===== src/rtl/fpga_reg_bist.sv =====
// Built-in self test for a single enabled flip-flop: drives {e_o,d_o}, models the ideal response and scores q_i.
// Define FPGA_REG_BIST_LFSR_EN to source vectors from an 8-bit LFSR instead of the 00,01,10,11 counter pattern.
module fpga_reg_bist #(
  parameter int         N_VEC = 8,
  parameter logic [7:0] SEED  = 8'hA5
) (
  input  logic       clk_i,
  input  logic       reset_ni,
  input  logic       start_i,
  input  logic       q_i,
  output logic       e_o,
  output logic       d_o,
  output logic       busy_o,
  output logic       done_o,
  output logic       pass_o,
  output logic [4:0] c_tot_o,
  output logic [4:0] c_ok_o,
  output logic [4:0] c_fail_o
);

  typedef enum logic [1:0] {IDLE, RUN, FLUSH, DONE} state_t;

  localparam logic [4:0] LAST = 5'(N_VEC - 1);

  state_t     state, state_nxt;
  logic [4:0] vec_idx;
  logic       drv_vld, chk_vld, exp_q;
  logic       start_run, last_vec;
  logic [1:0] vec0, vec_nxt;

  function automatic logic [4:0] sat_inc(input logic [4:0] c);
    return (c == 5'd31) ? c : c + 5'd1;
  endfunction

`ifdef FPGA_REG_BIST_LFSR_EN
  function automatic logic [7:0] lfsr_next(input logic [7:0] l);
    return {l[6:0], l[7] ^ l[5] ^ l[4] ^ l[3]};
  endfunction

  logic [7:0] lfsr, lfsr_adv;

  assign lfsr_adv = lfsr_next(lfsr);
  assign vec0     = SEED[1:0];
  assign vec_nxt  = lfsr_adv[1:0];

  always_ff @(posedge clk_i or negedge reset_ni) begin
    if (!reset_ni)                     lfsr <= SEED;
    else if (start_run)                lfsr <= SEED;
    else if (state == RUN && !last_vec) lfsr <= lfsr_adv;
  end
`else
  assign vec0    = 2'b00;
  assign vec_nxt = vec_idx[1:0] + 2'd1;
`endif

  assign last_vec  = (vec_idx == LAST);
  assign start_run = start_i && (state == IDLE || state == DONE);

  always_comb begin
    state_nxt = state;
    case (state)
      IDLE:    if (start_i) state_nxt = RUN;
      RUN:     if (last_vec) state_nxt = FLUSH;
      FLUSH:   state_nxt = DONE;
      DONE:    if (start_i) state_nxt = RUN;
      default: state_nxt = IDLE;
    endcase
  end

  // Drive stage: one vector per RUN cycle; d_o holds once RUN ends.
  always_ff @(posedge clk_i or negedge reset_ni) begin
    if (!reset_ni) begin
      state   <= IDLE;
      vec_idx <= 5'd0;
      e_o     <= 1'b0;
      d_o     <= 1'b0;
      drv_vld <= 1'b0;
      chk_vld <= 1'b0;
      exp_q   <= 1'b0;
    end else begin
      state   <= state_nxt;
      chk_vld <= drv_vld;
      exp_q   <= e_o ? d_o : exp_q;
      if (start_run) begin
        vec_idx    <= 5'd0;
        {e_o, d_o} <= vec0;
        drv_vld    <= 1'b1;
      end else if (state == RUN && !last_vec) begin
        vec_idx    <= vec_idx + 5'd1;
        {e_o, d_o} <= vec_nxt;
      end else begin
        e_o     <= 1'b0;
        drv_vld <= 1'b0;
      end
    end
  end

  // Check stage: scores the vector captured by the register-under-test one edge earlier.
  always_ff @(posedge clk_i or negedge reset_ni) begin
    if (!reset_ni) begin
      c_tot_o  <= 5'd0;
      c_ok_o   <= 5'd0;
      c_fail_o <= 5'd0;
    end else if (start_run) begin
      c_tot_o  <= 5'd0;
      c_ok_o   <= 5'd0;
      c_fail_o <= 5'd0;
    end else if (chk_vld) begin
      c_tot_o <= sat_inc(c_tot_o);
      if (q_i == exp_q) c_ok_o   <= sat_inc(c_ok_o);
      else              c_fail_o <= sat_inc(c_fail_o);
    end
  end

  assign busy_o = (state == RUN) || (state == FLUSH);
  assign done_o = (state == DONE);
  assign pass_o = done_o && (c_fail_o == 5'd0);

endmodule


===== config.mk =====
export PLATFORM = sky130hd
export DESIGN_NAME = fpga_reg_bist
export DESIGN_NICKNAME = d
export VERILOG_FILES = /design/src/rtl/fpga_reg_bist.sv
export SDC_FILE = /design/constraint.sdc
export NUM_CORES = 1
export LEC_CHECK = 0
export CORE_ASPECT_RATIO = 1.25
export CORE_MARGIN = 1.5
export CORE_UTILIZATION = 46
export CTS_CLUSTER_DIAMETER = 30
export DETAILED_ROUTE_END_ITERATION = 10
export GPL_TIMING_DRIVEN = 0
export HOLD_SLACK_MARGIN = 0.02
export PLACE_DENSITY = 0.76
export SLEW_MARGIN = 20
export SYNTH_ARGS = -nofsm -noshare
export SYNTH_HDL_FRONTEND = slang
export SYNTH_SLANG_ARGS = --single-unit

===== constraint.sdc =====
create_clock -name clk_i -period 1.7 [get_ports clk_i]
set_clock_uncertainty 0.05 [all_clocks]
set_input_delay 0.34 -clock clk_i [delete_from_list [all_inputs] [get_ports clk_i]]
set_output_delay 0.34 -clock clk_i [all_outputs]
set_load 0.05 [all_outputs]

==> flow_summary_export.csv, run 1 <==
group,metric,value,unit
worst_setup_path,cp_top_family,"flip-flops",
outcome,status,"finished with violations",
grt,grt_overflow_total,0,
clock_tree,path_clk_slew,0.14,ns
final_layout,final_layout_size_suffix_gt1_share,43.4,%
clock_tree,cts_buffer_depth,2,
pwr,ir_drop,1.21,mV
synth,synth-async-reset-ratio,100,%
final_layout,instances_no_fill,209,
worst_setup_path,reg2reg_to,"c_fail_o[2]",
die,die_w,51.6,um
sta,period_share,105,%
die,core,0.00273,mm^2
worst_setup_path,reg2reg_from,"c_fail_o[1]",
hold_path,hold_class,"reg -> reg",
synth,postSynthAreaPerCell,10.2,um^2
hold_path,hold_path_depth,0,
routing,drcViolationCount,0,
grt,grt_max_degree,27,
sta,drv_slew,0,
sta,rsz0062_at_grt,"yes",
die,io_pins,24,
worst_setup_path,max_stage_delay,0.44,ns
worst_setup_path,end_kind,"output port",
worst_setup_path,worstPathRequired,1.31,ns
synth,synth_fp_nets,147,
routing,ant_nets,0,
routing,via_per_inst,5.55,
die,dieArea,0.00329,mm^2
clock_tree,insertion_delay,0.32,ns
synth,yosysWarnings,0,
place,gp_congestion,0.798,
synth,ys.flop_type,"dfrtp_1",
grt,track_usage,22.4,%
worst_setup_path,path_max_fanout,4,
hold_path,hold_end,"chk_vld",
final_layout,finish.utilization,72.1,%
final_layout,syn2layout_area_growth,45.0,%
grt,grt_first_pass_wirelength,5600,um
worst_setup_path,path_buf_inv,2,
sta,fmax,561,MHz
synth,synthCells,133,
worst_setup_path,critPathLaunchType,"register",
worst_setup_path,r2r_setup_slack,-0.08,ns
place,port_buffers,23,
routing,vias,1160,
sta,tightest_slew,0.771,ns
final_layout,layout_common_cells,"19 x dfrtp_1, 16 x buf_4, 10 x nand3_1, 8 x a21oi_1",
pwr,power_density,1680,mW/mm^2
worst_setup_path,arrival,1.39,ns
worst_setup_path,crit_slowest_cell,"dfrtp_2",
outcome,violations,"negative setup slack",
die,die_h,63.8,um
clock_tree,cts_tree,"yes",
worst_setup_path,crit_path_start,"c_fail_o[0]",
final_layout,final_common_cell,"dfrtp_1",
sta,relSlewSlack,48.2,%
final_layout,layout.nets,190,
synth,ys_types,33,
place,dp.cells,190,
place,hpwlAfterDp,2110,um
synth,synth-edff-count,0,
clock_tree,numCtsBuffers,3,
synth,ys_seq_elements,26,
sta,setup_slack,-0.0826,ns
clock_tree,cts_root_buf,"clkbuf_4",
worst_setup_path,cp_cell_sequence,"inv_1, ha_1, and4b_2, buf_6",
synth,netlist_area,0.00136,mm^2
sta,timing_hold_violations_final,0,
die,start_util,49.7,%
worst_setup_path,reg2reg_depth,6,
sta,period_needed,1.78,ns
grt,grt_pass1_vias,1248,
pwr,power.total,0.00331,W
pwr,p_leak,0.852,nW
grt,antenna_found_initial,0,
routing,detail_route.first_pass.iterations,4,
routing,drtIter0Drc,17,
worst_setup_path,critPathKind,"reg -> out",
clock_tree,cts.sinks,26,
routing,wl_per_cell,15.5,um
sta,setup_viol,8,
die,num_rows,21,
routing,drt_wl_total,3240,um
final_layout,insertedDiodeCount,0,
clock_tree,htreeDepth,1,
flow_run,cap_viol_max_count,0,
synth,ys_seq_area_share,47.9,%
hold_path,hold_start,"drv_vld",
## cell usage after synthesis, types with 3 or more instances
library cell / n / area (um^2)
inv_1: 8 / 30.0
nor2_1: 7 / 26.3
o31ai_1: 4 / 30.0
dfrtp_1: 26 / 651
xor2_1: 4 / 35.0
a21oi_1: 13 / 65.1
nand2b_1: 5 / 31.3
o21ai_0: 11 / 55.1
nand3_1: 10 / 50.1
and3_1: 4 / 25.0
clkbuf_1: 3 / 11.3
ha_1: 10 / 125
or4_1: 4 / 30.0
or3_1: 3 / 18.8
## registers in the layout, summed over array words and instances, names as in the netlist, 2 cells and up
register / count
c_fail_o: 5
c_ok_o: 5
c_tot_o: 5
state: 2
vec_idx: 5
## final cells by class
type	instances	area, um^2
plain buffers	3	20.0
clock buffers	4	36.3
fillers	207	762
inverters	8	30.0
multi-input cells	95	856
flip-flops and latches	26	659
well taps	34	42.5
repair buffers	39	327
## worst max-delay path by stage
stage / endpoint / slack (ns) / depth (start not counted)
2_1_floorplan: c_tot_o[3] / -0.16 / 7
3_3_place_gp: vec_idx[4] / -0.39 / 5
3_5_place_dp: c_tot_o[2] / -0.41 / 5
4_1_cts: c_fail_o[2] / -0.11 / 6
5_1_grt: pass_o / -0.14 / 4
6_report: pass_o / -0.08 / 4
## per-stage QoR
step	worst slack [ns]	hold slack (ns)	TNS [ns]	cell area, um^2
floorplan	-0.156	-0.00559	-0.730	1430
global placement	-0.394	0.313	-8.16	1710
detailed placement	-0.409	0.315	-5.47	1700
CTS	-0.111	0.354	-0.454	1890
global route	-0.144	0.360	-0.974	1970
finish	-0.0826	0.361	-0.482	1970
## metal layers
metal,global-route usage (%),vias up,wire (um)
met2,41.8,13,1800
met3,3.04,2,70
met1,25.7,572,1360
met4,6.91,0,15
met5,0,-,0
li1,-,573,-
## power by group
part	switching, W	internal (W)	total [W]
sequential	0.000209	0.000788	0.000996
clock	0.000183	0.000131	0.000314
combinational	0.00119	0.000812	0.00200
total	0.00158	0.00173	0.00331
## cells by family (layout without fill, tap and decap cells)
family,after synthesis,count (layout),share of synthesized area [%]
xor gates and xnor gates,5,5,3.22
muxes,3,3,2.30
and+or+nand+nor,42,42,18.5
adders and majority gates,10,10,9.21
buffers and inverters,12,54,3.41
DFF,26,26,47.9
AOI/OAI and AO/OA,35,35,15.5
## timing repair
| item | 4_1_cts | 5_1_grt |
|---|---|---|
| endpoints found under the setup margin | 34 | 29 |
| resized for setup | 56 | 45 |
| hold buffers | 1 | 0 |
| buffers inserted | 13 | 2 |
| pin swaps | 6 | 5 |
| endpoints found under the hold margin | 26 | 0 |
No activity file was read; power rests on OpenSTA's default activity.
==> run 2, diff against run 1 <==
- ABC_AREA: unset -> 0
==> results of run 2 <==
Same layout as run 1: the final DEF is identical, and so are final timing and power.
